==> src/rtl/uart_tx_arbiter_if.sv <==
`default_nettype none
// ============================================================================
// Module   : uart_tx_arbiter_if
// Purpose  : Bundles the two client byte streams (A and B), the UART wrapper
//            transmit port and the arbiter status outputs into one interface.
// Modports : master - environment side: drives client valid/data/last and the
//                     wrapper tx_flag, observes ready, tx strobe and status.
//            slave  - arbiter side: the mirror image of master.
// Signals  : a_valid/a_data/a_last/a_ready   client A byte handshake
//            b_valid/b_data/b_last/b_ready   client B byte handshake
//            uart_tx_data/uart_tx_wr         byte and write strobe to wrapper
//            uart_tx_flag                    wrapper idle (1) / busy (0)
//            grant                           one-hot owner, bit0=A, bit1=B
//            timeout                         one-cycle forced-release pulse
// Revision : 1.0 - initial release
// ============================================================================
interface uart_tx_arbiter_if;
  logic       a_valid;
  logic [7:0] a_data;
  logic       a_last;
  logic       a_ready;
  logic       b_valid;
  logic [7:0] b_data;
  logic       b_last;
  logic       b_ready;
  logic [7:0] uart_tx_data;
  logic       uart_tx_wr;
  logic       uart_tx_flag;
  logic [1:0] grant;
  logic       timeout;

  modport master (
    output a_valid, a_data, a_last,
    input  a_ready,
    output b_valid, b_data, b_last,
    input  b_ready,
    input  uart_tx_data, uart_tx_wr,
    output uart_tx_flag,
    input  grant, timeout
  );

  modport slave (
    input  a_valid, a_data, a_last,
    output a_ready,
    input  b_valid, b_data, b_last,
    output b_ready,
    output uart_tx_data, uart_tx_wr,
    input  uart_tx_flag,
    output grant, timeout
  );
endinterface
`default_nettype wire

==> src/rtl/uart_tx_arbiter.sv <==
`default_nettype none
// ============================================================================
// Module   : uart_tx_arbiter
// Purpose  : Shares the single UART transmit path between two byte-stream
//            clients with round-robin arbitration and message locking. The
//            granted client keeps the UART until it sends a byte marked last,
//            or until it stalls for LOCK_TIMEOUT consecutive SEND cycles.
// Params   : LOCK_TIMEOUT - idle SEND cycles tolerated before forced release
//                           (0 disables the timeout).
// Ports    : clk   - system clock, rising edge
//            reset - synchronous, active-high
//            bus   - uart_tx_arbiter_if.slave (client handshakes, wrapper
//                    tx_data/tx_wr/tx_flag, grant and timeout status)
// Revision : 1.0 - initial release
// ============================================================================
module uart_tx_arbiter #(
  parameter logic [15:0] LOCK_TIMEOUT = 16'd0
) (
  input  logic                   clk,
  input  logic                   reset,
  uart_tx_arbiter_if.slave       bus
);

  localparam logic [1:0] c_ST_ARB   = 2'd0;
  localparam logic [1:0] c_ST_SEND  = 2'd1;
  localparam logic [1:0] c_ST_BUSY  = 2'd2;
  localparam logic [1:0] c_ST_DRAIN = 2'd3;

  // Encoding of the last_grant register: 0 = A was served last, 1 = B.
  localparam logic c_LAST_B = 1'b1;

  // Counter value on the LOCK_TIMEOUT-th idle cycle (only meaningful when
  // the timeout is enabled, so the wrap for LOCK_TIMEOUT=0 is harmless).
  localparam logic [15:0] c_TIMEOUT_LAST = LOCK_TIMEOUT - 16'd1;
  localparam logic        c_TIMEOUT_EN   = (LOCK_TIMEOUT != 16'd0);

  logic [1:0]  r_state;
  logic [1:0]  w_state_nxt;
  logic [1:0]  r_grant;
  logic        r_last_grant;
  logic [7:0]  r_tx_data;
  logic        r_tx_wr;
  logic        r_last;
  logic        r_timeout;
  logic [15:0] r_idle_cnt;

  logic        w_sel_valid;
  logic [7:0]  w_sel_data;
  logic        w_sel_last;
  logic        w_any_req;
  logic        w_pick_a;
  logic        w_accept;
  logic        w_idle_send;
  logic        w_timeout_hit;
  logic        w_a_ready;
  logic        w_b_ready;

  // Granted client's stream; with no grant the selected valid is 0.
  assign w_sel_valid = (r_grant[0] & bus.a_valid) | (r_grant[1] & bus.b_valid);
  assign w_sel_data  = r_grant[1] ? bus.b_data : bus.a_data;
  assign w_sel_last  = r_grant[1] ? bus.b_last : bus.a_last;

  // Round robin: on a tie the client not served last wins.
  assign w_any_req = bus.a_valid | bus.b_valid;
  assign w_pick_a  = bus.a_valid & (~bus.b_valid | (r_last_grant == c_LAST_B));

  assign w_accept      = (r_state == c_ST_SEND) & w_sel_valid & bus.uart_tx_flag;
  assign w_idle_send   = (r_state == c_ST_SEND) & ~w_sel_valid;
  assign w_timeout_hit = c_TIMEOUT_EN & w_idle_send & (r_idle_cnt == c_TIMEOUT_LAST);

  // --------------------------------------------------------------------------
  // State register
  // --------------------------------------------------------------------------
  always_ff @(posedge clk) begin
    if (reset) begin
      r_state <= c_ST_ARB;
    end else begin
      r_state <= w_state_nxt;
    end
  end

  // --------------------------------------------------------------------------
  // Next-state logic
  // --------------------------------------------------------------------------
  always_comb begin
    w_state_nxt = r_state;
    case (r_state)
      c_ST_ARB: begin
        if (w_any_req) w_state_nxt = c_ST_SEND;
      end
      c_ST_SEND: begin
        if (w_accept)           w_state_nxt = c_ST_BUSY;
        else if (w_timeout_hit) w_state_nxt = c_ST_ARB;
      end
      c_ST_BUSY: begin
        // The wrapper drops tx_flag once it has taken the byte.
        if (!bus.uart_tx_flag) w_state_nxt = c_ST_DRAIN;
      end
      c_ST_DRAIN: begin
        if (bus.uart_tx_flag) w_state_nxt = r_last ? c_ST_ARB : c_ST_SEND;
      end
      default: w_state_nxt = c_ST_ARB;
    endcase
  end

  // --------------------------------------------------------------------------
  // Output logic: readys are combinational so a byte is accepted in the
  // first SEND cycle in which the wrapper is idle.
  // --------------------------------------------------------------------------
  always_comb begin
    w_a_ready = 1'b0;
    w_b_ready = 1'b0;
    if (r_state == c_ST_SEND && bus.uart_tx_flag) begin
      w_a_ready = r_grant[0];
      w_b_ready = r_grant[1];
    end
  end

  assign bus.a_ready      = w_a_ready;
  assign bus.b_ready      = w_b_ready;
  assign bus.uart_tx_data = r_tx_data;
  assign bus.uart_tx_wr   = r_tx_wr;
  assign bus.grant        = r_grant;
  assign bus.timeout      = r_timeout;

  // --------------------------------------------------------------------------
  // Grant, transmit register and lock timeout datapath
  // --------------------------------------------------------------------------
  always_ff @(posedge clk) begin
    if (reset) begin
      r_grant      <= 2'b00;
      r_last_grant <= c_LAST_B;
      r_tx_data    <= 8'h00;
      r_tx_wr      <= 1'b0;
      r_last       <= 1'b0;
      r_timeout    <= 1'b0;
      r_idle_cnt   <= 16'd0;
    end else begin
      // Strobes are single-cycle by default.
      r_tx_wr   <= 1'b0;
      r_timeout <= 1'b0;
      case (r_state)
        c_ST_ARB: begin
          if (w_any_req) begin
            r_grant    <= w_pick_a ? 2'b01 : 2'b10;
            r_idle_cnt <= 16'd0;
          end
        end
        c_ST_SEND: begin
          if (w_accept) begin
            r_tx_data  <= w_sel_data;
            r_tx_wr    <= 1'b1;
            r_last     <= w_sel_last;
            r_idle_cnt <= 16'd0;
          end else if (w_timeout_hit) begin
            r_timeout    <= 1'b1;
            r_grant      <= 2'b00;
            r_last_grant <= r_grant[1];
            r_idle_cnt   <= 16'd0;
          end else if (c_TIMEOUT_EN && w_idle_send) begin
            r_idle_cnt <= r_idle_cnt + 16'd1;
          end else begin
            // Client is presenting a byte but the wrapper is busy: the
            // stall is not an idle cycle, so the idle run restarts.
            r_idle_cnt <= 16'd0;
          end
        end
        c_ST_DRAIN: begin
          if (bus.uart_tx_flag && r_last) begin
            r_grant      <= 2'b00;
            r_last_grant <= r_grant[1];
          end
        end
        default: begin
        end
      endcase
    end
  end

endmodule
`default_nettype wire

==> src/flat_wrapper.sv <==
// flat-port wrapper written by rule: the top's interface ports become plain ports
module uart_tx_arbiter_flat 
#(
  parameter logic [15:0] LOCK_TIMEOUT = 16'd0
)
  (clk, reset, bus_a_valid, bus_a_data, bus_a_last, bus_a_ready, bus_b_valid, bus_b_data, bus_b_last, bus_b_ready, bus_uart_tx_data, bus_uart_tx_wr, bus_uart_tx_flag, bus_grant, bus_timeout);
  uart_tx_arbiter_if bus_i ();
  input  logic clk;
  input  logic reset;
  input wire logic [$bits(bus_i.a_valid)-1:0] bus_a_valid;
  input wire logic [$bits(bus_i.a_data)-1:0] bus_a_data;
  input wire logic [$bits(bus_i.a_last)-1:0] bus_a_last;
  output wire logic [$bits(bus_i.a_ready)-1:0] bus_a_ready;
  input wire logic [$bits(bus_i.b_valid)-1:0] bus_b_valid;
  input wire logic [$bits(bus_i.b_data)-1:0] bus_b_data;
  input wire logic [$bits(bus_i.b_last)-1:0] bus_b_last;
  output wire logic [$bits(bus_i.b_ready)-1:0] bus_b_ready;
  output wire logic [$bits(bus_i.uart_tx_data)-1:0] bus_uart_tx_data;
  output wire logic [$bits(bus_i.uart_tx_wr)-1:0] bus_uart_tx_wr;
  input wire logic [$bits(bus_i.uart_tx_flag)-1:0] bus_uart_tx_flag;
  output wire logic [$bits(bus_i.grant)-1:0] bus_grant;
  output wire logic [$bits(bus_i.timeout)-1:0] bus_timeout;
  assign bus_i.a_valid = bus_a_valid;
  assign bus_i.a_data = bus_a_data;
  assign bus_i.a_last = bus_a_last;
  assign bus_a_ready = bus_i.a_ready;
  assign bus_i.b_valid = bus_b_valid;
  assign bus_i.b_data = bus_b_data;
  assign bus_i.b_last = bus_b_last;
  assign bus_b_ready = bus_i.b_ready;
  assign bus_uart_tx_data = bus_i.uart_tx_data;
  assign bus_uart_tx_wr = bus_i.uart_tx_wr;
  assign bus_i.uart_tx_flag = bus_uart_tx_flag;
  assign bus_grant = bus_i.grant;
  assign bus_timeout = bus_i.timeout;
  uart_tx_arbiter #(.LOCK_TIMEOUT(LOCK_TIMEOUT)) u_core (.clk(clk), .reset(reset), .bus(bus_i));
endmodule
==> config.mk <==
export PLATFORM = sky130hd
export DESIGN_NAME = uart_tx_arbiter_flat
export DESIGN_NICKNAME = d
export VERILOG_FILES = /design/src/rtl/uart_tx_arbiter_if.sv /design/src/rtl/uart_tx_arbiter.sv /design/src/flat_wrapper.sv
export SDC_FILE = /design/constraint.sdc
export NUM_CORES = 1
export LEC_CHECK = 0
export CORE_MARGIN = 1
export CORE_UTILIZATION = 30
export CTS_CLUSTER_DIAMETER = 120
export DETAILED_ROUTE_END_ITERATION = 10
export HOLD_SLACK_MARGIN = 0.1
export RECOVER_POWER = 25
export SLEW_MARGIN = 20
export SYNTH_ARGS = -nofsm -noshare
export SYNTH_HDL_FRONTEND = slang
export SYNTH_SLANG_ARGS = --single-unit
==> constraint.sdc <==
create_clock -name clk -period 1.8 [get_ports clk]
set_input_delay 0.27 -clock clk [delete_from_list [all_inputs] [get_ports clk]]
set_output_delay 0.27 -clock clk [all_outputs]
set_load 0.02 [all_outputs]
# Word-level counts from Yosys, hierarchy flattened

Index checks and enable logic that the tools add are counted.

Equality and inequality tests: 8
Muxes and demuxes: 15
Bitwise gates (word level): 10
Reduce and logical (&&, ||, !) cells: 9

Operators by type and width:

| cell                                                                     | count |
|---|---|
| 2-bit two-way mux                                                        | 7 |
| 8-bit two-way mux                                                        | 1 |
| 2-bit case mux with 4 select lines                                       | 1 |
| 2-bit by 1-bit inequality test with 1-bit output (second input constant) | 3 |
| 1-bit bitwise AND                                                        | 5 |
| 1-bit two-way mux                                                        | 5 |
| 2-bit equality test (second input constant)                              | 2 |
| 2-bit inequality test (second input constant)                            | 2 |
| 2-bit case mux with 2 select lines                                       | 1 |
| 2-bit AND reduction                                                      | 2 |
| 4-bit AND reduction                                                      | 1 |
| 1-bit OR                                                                 | 3 |
| 3-bit AND reduction                                                      | 1 |
| 2-bit by 1-bit equality test with 1-bit output (second input constant)   | 1 |
| 1-bit logical AND                                                        | 2 |
| 2-bit logical NOT                                                        | 1 |
| 1-bit inverter                                                           | 2 |
| 2-bit nonzero test                                                       | 1 |
| 2-bit OR reduction                                                       | 1 |

Register bits: 15
Bits of input ports: 23
Output and inout bits: 14
Word-level logic and storage cells: 48

# Longest topological paths before layout

Word-level depth: 6
Mapped depth: 7
Gate-level depth less buffers: 6

# Least setup slack after synthesis

OpenSTA, ideal clock, no wires.

Path type: flip-flop to flip-flop
From: register u_core.r_state[0]
To: register u_core.r_state[0]
Setup time: 87 ps
Arrival time: 1474 ps
Required time: 1713 ps
Setup slack: 239 ps
Cell stages (with the launch flop): 7
Path buffers: 0
Clock period less this slack: 1561 ps
Cells stage by stage: dfxtp_1 inv_1 ha_1 nor3b_1 a211o_1 a2111o_1 o31ai_1

Word-level cells in the longest chain between the ends: 5
Elaborated cells between the ends (all ways): 12
Classes of those cells: eq/ne (7); mux (1); bitwise (2); reduce/logical (2)

Ends and longest elaborated chain:

| element                                                    | line                                         | RTL |
|---|---|---|
| start, declared                                            | uart_tx_arbiter.sv:37                        | `logic [1:0] r_state;` |
| start signal, assigned                                     | uart_tx_arbiter.sv:76                        | `r_state <= c_ST_ARB;` |
| start signal, assigned                                     | uart_tx_arbiter.sv:78                        | `r_state <= w_state_nxt;` |
| 2-bit by 1-bit equality test with 1-bit output             | uart_tx_arbiter.sv:67, uart_tx_arbiter.sv:87 |  |
| 1-bit bitwise AND (2 in series)                            | uart_tx_arbiter.sv:67                        | `assign w_accept = (r_state == c_ST_SEND) & w_sel_valid & bus.uart_tx_flag;` |
| 2-bit by 1-bit inequality test with 1-bit output (no line) | --                                           |  |
| 4-bit AND reduction (no line)                              | --                                           |  |

Several ways; a longest one is shown, not always the timed one.
A chain may end at the register's enable or synchronous reset.

# Worst setup path after layout

Same ends and word-level chain as after synthesis.

==> flow_summary.json <==
{
  "layout_commonest_cell": "clkdlybuf4s50_1",
  "yosys.area.top_type_share_pct": 35.1,
  "synth.cell_area_um2": 855,
  "avgRoutedWirePerCell_um": 12.9,
  "hold_path_class": "reg2reg",
  "drive_above_1_share_pct": 13.6,
  "place_area_um2": 1250,
  "power_density_nw_per_um2": 950,
  "initial_core_util_pct": 33.0,
  "gp_congestion": 0.839,
  "drv_cap": 0,
  "synthXorXnorAreaFrac_pct": 0,
  "clk_pin_slew_ns": 0.08,
  "cts_root_buf": "clkbuf_4",
  "arrival_ns": 1.89,
  "fin_tns_setup_ns": 0,
  "cts_tree": "done",
  "grt_util_all_layers_pct": 14.1,
  "mostFrequentLayoutCells": "clkdlybuf4s50_1, dfxtp_1, nor2_1",
  "ys_seq_area_share_pct": 35.1,
  "synth_simple_gate_area_share_pct": 15.5,
  "cp.required_ns": 1.98,
  "drt_pass1_iterations": 4,
  "h-tree-depth": 1,
  "finalNetCount": 153,
  "start_kind": "register",
  "power_mw": 1.20,
  "synth_compound_area_share_pct": 23.1,
  "synth-adder-area-share_pct": 5.86,
  "grt_first_pass_wirelength_um": 3410,
  "clock-sinks": 15,
  "busiest_layer": "met2",
  "core_area_um2": 2590,
  "use_met2_pct": 25.1,
  "antenna_left": 0,
  "finalCritPeriodShare_pct": 94.6,
  "synth_area_leaders": "dfxtp_1, a211oi_2, mux2i_1, ha_1, nor2_1",
  "design_area_um2": 1260,
  "n_antenna_cell": 0,
  "numCtsBuffers": 3,
  "finalSetupViolations": 0,
  "die_area_um2": 3070,
  "syn-num-nets": 113,
  "grt_util_met1_pct": 15.8,
  "routed_wl_um": 2000,
  "finClkSkew_ns": 0.00282,
  "postCtsSetupBuffers": 0,
  "fp-row-count": 18,
  "status": "finished clean",
  "ys_ff_latch": 15,
  "ys_warn_count": 0,
  "max_freq_mhz": 587,
  "insertion_delay_ns": 0.28,
  "antenna_found_initial": 0,
  "drc": 0,
  "grtUsageMet3_pct": 4.68,
  "hold_viol_final": 0,
  "p_leak_nw": 0.480,
  "io_buffer_count": 35,
  "nFillCells": 259,
  "io_pins": 37,
  "syn_area_per_cell_um2": 9.94,
  "drv_slew": 0,
  "first_global_vias": 759,
  "period_needed_ns": 1.70,
  "die_h_um": 55.4,
  "multi_input_comb_area_um2": 489,
  "grt_max_degree": 19,
  "vdd_ir_drop_max_uv": 607,
  "grt-ovfl-total": 0,
  "synthMuxAreaShare_pct": 12.9,
  "worstSetupPathType": "reg2reg",
  "synth_top_area_cell": "dfxtp_1",
  "rsz0062_at_grt": "false",
  "register_area_um2": 300,
  "r2r_setup_slack_ns": 0.1,
  "drt_iter0_markers": 10,
  "path_max_fanout": 4,
  "clockBufferDepth": 2,
  "chipWidth_um": 55.4,
  "synth_cell_type_count": 28,
  "vias": 763,
  "area_delta_synth_final_pct": 47.7,
  "crit_path_end_kind": "register",
  "via_per_inst": 4.92,
  "dp_hpwl_um": 1620,
  "synth_top_family_by_area": "compound AO/OA/AOI/OAI gates",
  "hold_slack_ns": 0.506,
  "synthCells": 86
}
cell families (layout without fill, tap and decap cells):
group | count (synthesis) | count (layout)
AO/OA/AOI/OAI | 20 | 20
adder cells (fa/ha/maj) | 4 | 4
buffers and inverters | 8 | 47
flip-flops | 15 | 15
multiplexers | 11 | 11
other | 1 | 1
AND/OR/NAND/NOR | 27 | 27
metrics by stage:
step                      utilization (%)  worst slack [ns]  instances
after floorplan                         -             0.239         86
after global placement               48.2            0.0117        151
after detailed placement             48.2          -0.00416        151
after CTS                            49.1             0.100        155
after global routing                 48.7            0.0163        155
final                                48.7            0.0971        155
report_power, final:
part           leakage, nW  total, mW  switching, mW  internal, mW
Sequential           0.122      0.429         0.0466         0.382
Combinational        0.343      0.582          0.290         0.291
Clock               0.0150      0.189          0.103        0.0860
worst max-delay path: stages (launching register included):
cell	delay, ns
dfxtp_1	0.37
inv_1	0.10
ha_1	0.24
nor3b_1	0.16
a211o_1	0.28
a2111o_1	0.38
o31ai_1	0.08
synth_stat cells:
| cell | n |
|---|---|
| a22o_1 | 1 |
| and3_1 | 3 |
| buf_4 | 1 |
| a221oi_1 | 1 |
| nor2_2 | 1 |
| o31ai_1 | 1 |
| nor2b_1 | 2 |
| a211o_1 | 2 |
| dfxtp_1 | 15 |
| nand2_1 | 2 |
| nand3_1 | 2 |
| nor2_1 | 12 |
| a21boi_0 | 1 |
| a21oi_1 | 2 |
| buf_12 | 1 |
| mux2i_1 | 11 |
| buf_2 | 2 |
| a2111o_1 | 1 |
| nand2b_1 | 4 |
| o21ai_0 | 1 |
| nor3b_1 | 1 |
| clkbuf_1 | 1 |
| ha_1 | 4 |
| buf_6 | 1 |
| conb_1 | 1 |
| a211oi_2 | 9 |
| a32oi_1 | 1 |
| inv_1 | 2 |
area by class of cell:
type | count | share of cell area, %
Multi-Input combinational cell | 63 | 38.8
Timing Repair Buffer | 41 | 31.8
Sequential cell | 15 | 23.8
Tap cell | 30 | 2.97
Clock buffer | 4 | 2.08
Inverter | 2 | 0.595
flip-flops by register name (all words and copies together) (netlist names):
name                     flops
u_core.bus.uart_tx_data      8
u_core.r_last_grant          1
u_core.bus.grant             2
u_core.bus.uart_tx_wr        1
u_core.r_last                1
u_core.r_state               2
repair_timing:
action,CTS,global route
gates resized for setup,2,0
endpoints found under the setup margin,2,0
endpoints found under the hold margin,0,0
hold buffers,0,0
final timing paths:
path,start,endpoint,depth (start not counted)
worst max-delay path,u_core.r_state[0]$_SDFFE_PP0P_,u_core.r_state[0]$_SDFFE_PP0P_,6
worst min-delay path,u_core.r_last_grant$_SDFFE_PP1P_,u_core.r_last_grant$_SDFFE_PP1P_,2
worst max register to register,u_core.r_state[0]$_SDFFE_PP0P_,u_core.r_state[0]$_SDFFE_PP0P_,6
worst min register to register,u_core.r_last_grant$_SDFFE_PP1P_,u_core.r_last_grant$_SDFFE_PP1P_,2
metal layers:
layer / wire length, um / vias up
li1: - / 386
met1: 846 / 354
met2: 1040 / 21
met3: 92 / 2
met4: 19 / 0
met5: 0 / -
(Power assumes the default switching activity.)
